## config.mk

```make
export PLATFORM = sky130hd
export DESIGN_NAME = md_unit
export DESIGN_NICKNAME = d
export VERILOG_FILES = /design/src/rtl/md_unit.sv
export SDC_FILE = /design/constraint.sdc
export NUM_CORES = 2
export LEC_CHECK = 0
export ABC_AREA = 1
export CAP_MARGIN = 25
export CELL_PAD_IN_SITES_DETAIL_PLACEMENT = 0
export CELL_PAD_IN_SITES_GLOBAL_PLACEMENT = 1
export CORE_UTILIZATION = 25
export CTS_CLUSTER_DIAMETER = 150
export CTS_CLUSTER_SIZE = 24
export DETAILED_ROUTE_END_ITERATION = 16
export PLACE_DENSITY = 0.58
export SLEW_MARGIN = 5
export SYNTH_ARGS = -nofsm -noshare
export SYNTH_HDL_FRONTEND = slang
export SYNTH_SLANG_ARGS = --single-unit
```

## constraint.sdc

```tcl
create_clock -name clk -period 2.7 [get_ports clk]
set_input_delay 0.405 -clock clk [delete_from_list [all_inputs] [get_ports clk]]
set_output_delay 0.405 -clock clk [all_outputs]
set_load 0.05 [all_outputs]
```

## src/rtl/md_unit.sv

```systemverilog
// Multiply/divide execute unit: owns HI/LO, models multi-cycle latency
// and drives busy for the MD-class hazard stall.
module md_unit #(
    parameter int MULT_CYCLES = 5,
    parameter int DIV_CYCLES  = 10
) (
    input  logic        clk,
    input  logic        reset,
    input  logic        start,
    input  logic [2:0]  MDop,
    input  logic [31:0] A,
    input  logic [31:0] B,
    output logic        busy,
    output logic [31:0] HI_out,
    output logic [31:0] LO_out,
    output logic [31:0] MD_out
);
    localparam logic [2:0] MD_MFHI  = 3'd0;
    localparam logic [2:0] MD_MFLO  = 3'd1;
    localparam logic [2:0] MD_MTHI  = 3'd2;
    localparam logic [2:0] MD_MTLO  = 3'd3;
    localparam logic [2:0] MD_MULT  = 3'd4;
    localparam logic [2:0] MD_MULTU = 3'd5;
    localparam logic [2:0] MD_DIV   = 3'd6;
    localparam logic [2:0] MD_DIVU  = 3'd7;

    localparam int MAXC = (MULT_CYCLES > DIV_CYCLES) ? MULT_CYCLES : DIV_CYCLES;
    localparam int CW   = $clog2(MAXC + 1);

    typedef enum logic {IDLE, RUN} state_e;

    state_e          state;
    logic [CW-1:0]   cnt_q, cnt_d;
    logic [31:0]     hi_q, hi_d, lo_q, lo_d;
    logic [31:0]     pend_hi_q, pend_hi_d, pend_lo_q, pend_lo_d;
    logic            pend_vld_q, pend_vld_d;

    logic            is_mul, is_div, op_signed, a_neg, b_neg;
    logic [31:0]     a_mag, b_mag, div_b, quo_u, rem_u;
    logic [63:0]     prod_u;

    // Signed ops go through magnitudes so 0x80000000 / -1 wraps cleanly.
    always_comb begin
        is_mul    = (MDop == MD_MULT) || (MDop == MD_MULTU);
        is_div    = (MDop == MD_DIV) || (MDop == MD_DIVU);
        op_signed = (MDop == MD_MULT) || (MDop == MD_DIV);
        a_neg     = op_signed & A[31];
        b_neg     = op_signed & B[31];
        a_mag     = a_neg ? -A : A;
        b_mag     = b_neg ? -B : B;
        div_b     = (b_mag == 32'd0) ? 32'd1 : b_mag;
        prod_u    = {32'd0, a_mag} * {32'd0, b_mag};
        quo_u     = a_mag / div_b;
        rem_u     = a_mag % div_b;
    end

    assign state = (cnt_q == '0) ? IDLE : RUN;

    always_comb begin
        cnt_d      = cnt_q;
        hi_d       = hi_q;
        lo_d       = lo_q;
        pend_hi_d  = pend_hi_q;
        pend_lo_d  = pend_lo_q;
        pend_vld_d = pend_vld_q;
        unique case (state)
            IDLE: begin
                if (start && is_mul) begin
                    cnt_d      = CW'(MULT_CYCLES);
                    pend_vld_d = 1'b1;
                    {pend_hi_d, pend_lo_d} = (a_neg ^ b_neg) ? -prod_u : prod_u;
                end else if (start && is_div) begin
                    cnt_d      = CW'(DIV_CYCLES);
                    pend_vld_d = (B != 32'd0);
                    pend_lo_d  = (a_neg ^ b_neg) ? -quo_u : quo_u;
                    pend_hi_d  = a_neg ? -rem_u : rem_u;
                end else if (!start && MDop == MD_MTHI) begin
                    hi_d = A;
                end else if (!start && MDop == MD_MTLO) begin
                    lo_d = A;
                end
            end
            RUN: begin
                cnt_d = cnt_q - 1'b1;
                if (cnt_q == CW'(1)) begin
                    pend_vld_d = 1'b0;
                    if (pend_vld_q) begin
                        hi_d = pend_hi_q;
                        lo_d = pend_lo_q;
                    end
                end
            end
            default: ;
        endcase
    end

    always_ff @(posedge clk or negedge reset) begin
        if (!reset) begin
            cnt_q      <= '0;
            hi_q       <= '0;
            lo_q       <= '0;
            pend_hi_q  <= '0;
            pend_lo_q  <= '0;
            pend_vld_q <= 1'b0;
        end else begin
            cnt_q      <= cnt_d;
            hi_q       <= hi_d;
            lo_q       <= lo_d;
            pend_hi_q  <= pend_hi_d;
            pend_lo_q  <= pend_lo_d;
            pend_vld_q <= pend_vld_d;
        end
    end

    assign busy   = start | (cnt_q != '0);
    assign HI_out = hi_q;
    assign LO_out = lo_q;
    assign MD_out = (MDop == MD_MFHI) ? hi_q :
                    (MDop == MD_MFLO) ? lo_q : 32'd0;
endmodule

```

==> flow_metrics.tcl <==
set metrics [dict create \
    postRouteAntennaNets 0 \
    clock_latency_ns 0.46 \
    yosysSeqAreaShare_pct 4.42 \
    end_kind "flip-flop" \
    slew_viol_final 0 \
    core_sq_um 300000 \
    dieArea_sq_um 303000 \
    yosysTopAreaCellShare_pct 23.9 \
    placed_area_sq_um 109000 \
    synth.ff_latch_count 133 \
    ctsRootBufferMaster "clkbuf_16" \
    place_hpwl_mm 318 \
    syn-cell-area_sq_um 75300 \
    setup_slack_ns -55.53 \
    grt_max_degree 84 \
    maxSlewHeadroom_pct 42.0 \
    synth_area_leader_cell "fa_1" \
    cp.arrival_ns 58.57 \
    path_clk_slew_ns 0.06 \
    pin_count 167 \
    initial_core_util_pct 25.1 \
    cp_max_fo 10 \
    crit_type "in2reg" \
    synth_async_sr_flop_share_pct 100 \
    final_nets 16763 \
    fin_crit_ns 58.23 \
    timing_hold_violations_final 0 \
    grt_pass1_vias 86619 \
    critPathLaunchType "primary input" \
    synthFlopType "dfrtp_1" \
    dr.pass1.iters 6 \
    post-place-ws_ns -60.68 \
    fillers 31788 \
    tightest_slew_ns 0.870 \
    numCtsBuffers 17 \
    violations "setup timing" \
    routedWlPerCell_microns 20.5 \
    rows 201 \
    antenna_found_initial 23 \
    cts_max_level 4 \
    cp.required_ns 3.03 \
    fmaxAchievable_ghz 0.0172 \
    multi_input_area_sq_um 70900 \
    gr-total-overflow 0 \
    crit_path_frequent_cell "nand2_2" \
    fp.dieH_microns 551 \
    post-route-period-util_pct 2160 \
    cts_tree "yes" \
    die_w_microns 551 \
    status "finished with violations" \
    drtIter0Drc 6059 \
    skew_ns 0.0174 \
    ys_types 88 \
    wl_mm 390 \
    crit_slowest_cell "or3_4" \
    drive_above_1_share_pct 37.5 \
    cts_num_sinks 133 \
    gp_congestion 0.974 \
    synth_nets 13200 \
    synthTopCellsByArea "fa_1 24%, nand2_1 16%, ha_1 13%" \
    netlist_instances 11460 \
    viasPerCell 4.65 \
    port_buffers 166 \
    grt_pass1_wl_mm 564 \
    final_area_sq_um 119000 \
    regArea_sq_um 3330 \
    area_delta_synth_final_pct 58.7 \
    cap_violations 0 \
    rsz0062_at_grt "true" \
    setup_violations 64 \
    hold_path_class "in2reg" \
    synth_edf_count 0 \
    route.detailed.drc 0 \
    yosysWarnings 0 \
    clk_path_buf_depth 2 \
    syn_avg_cell_area_sq_um 6.57 \
    grt_usage_pct 25.0 \
    critical-path-max-stage-delay_ns 0.43 \
    vias 88393 \
]
==> path summary, 6_finish.rpt <==
path | from | to | slack (ns) | cells past startpoint
setup reg to reg | cnt_q[0] | LO_out[13] | 0.45 | 9
hold / removal | A[1] | LO_out[1] | 0.47 | 6
max in group asynchronous | reset | pend_hi_q[26] | 1.41 | 3
hold reg to reg | pend_lo_q[16] | pend_lo_q[16] | 0.50 | 2
setup / recovery | B[9] | pend_lo_q[25] | -55.53 | 497
min in group asynchronous | reset | LO_out[1] | 0.56 | 2
==> worst max-delay path: cells and delay by family <==
family,cells,cell delay (ns)
compound gates,85,12.70
xor+xnor,2,0.25
fa+ha+maj,31,8.10
buf+inv,100,9.86
simple gates,279,27.06
==> cell type report <==
class,count,share of cell area [%]
tap,3958,4.14
clock buffer,21,0.402
clock inverter,11,0.125
sequential,133,2.79
antenna,3,0.00628
inverter,2191,7.02
multi-input combinational,8787,59.3
timing repair inverter,2,0.0105
timing repair buffer,3891,26.2
==> cell usage after synthesis, drive strengths merged, types with 7 or more instances <==
| cell | count |
|---|---|
| o41ai | 7 |
| ha | 773 |
| nor4 | 37 |
| buf | 124 |
| and2 | 30 |
| fa | 897 |
| or2 | 75 |
| nand4 | 82 |
| inv | 2179 |
| xor2 | 267 |
| a31oi | 45 |
| a21boi | 23 |
| a211oi | 28 |
| a221oi | 16 |
| clkinv | 11 |
| o21a | 24 |
| o221ai | 10 |
| nor2 | 757 |
| o311ai | 8 |
| o22ai | 33 |
| a22oi | 39 |
| o31ai | 32 |
| nand3b | 27 |
| o21ai | 584 |
| clkbuf | 223 |
| nand3 | 531 |
| dfrtp | 133 |
| nand2 | 3316 |
| o211ai | 22 |
| xnor2 | 201 |
| a21oi | 674 |
| nor3 | 121 |
| o2111ai | 11 |
| a21o | 38 |
| o21bai | 46 |
==> flip-flops by register name (all words and copies together) (netlist names) <==
signal,flops
cnt_q,4
pend_hi_q,32
LO_out,32
pend_vld_q,1
HI_out,32
pend_lo_q,32
==> routing by layer <==
layer  part of all wire (%)  GRT usage (%)
met1                     45           34.7
met2                     45           41.4
met3                    5.5           2.06
met4                    3.7           6.72
met5                  0.014              0
==> placed cells by master (no fill, tap or decap), drive strengths merged, types with 82 or more instances in the layout <==
| cell | instances |
|---|---|
| nand3 | 531 |
| buf | 3769 |
| nand4 | 82 |
| xor2 | 267 |
| a21oi | 674 |
| clkdlybuf4s50 | 82 |
| o21ai | 584 |
| nor2 | 758 |
| ha | 773 |
| fa | 897 |
| nand2 | 3320 |
| dfrtp | 133 |
| xnor2 | 201 |
| inv | 2173 |
| nor3 | 121 |
==> timing repair <==
action,in CTS,in global routing
setup endpoints to repair,64,64
hold endpoints to repair,11,0
cloned,9,6
hold buffers,1,0
resized for setup,469,1340
buffers inserted,157,229
pin swaps,223,679
==> metrics by stage <==
stage | TNS [ns] | util, % | hold slack (ns) | cells
detailed placement | -3802.98 | 36.3 | 0.474 | 18567
floorplan | -3268.00 | - | 0.109 | 11460
global route | -3718.45 | 39.9 | 0.498 | 18995
CTS | -3540.23 | 37.5 | 0.498 | 18766
global placement | -3750.14 | 36.3 | 0.472 | 18567
finish | -3482.37 | 39.9 | 0.468 | 18997
==> logic make-up (layout without fill, tap and decap cells) <==
logic type | after synthesis | after routing | synth area share [%]
other | 0 | 3 | 0
muxes | 1 | 1 | 0.0133
DFF | 133 | 133 | 4.42
AOI/OAI and AO/OA | 1656 | 1656 | 12.4
xor gates and xnor gates | 468 | 468 | 5.47
adders and majority gates | 1670 | 1670 | 36.7
and+or+nand+nor | 4987 | 4992 | 27.6
buffers and inverters | 2545 | 6116 | 13.3
Power is left out: the tool's default activity adds up to more than one toggle a clock period on the data nets, which glitch-free logic cannot reach.
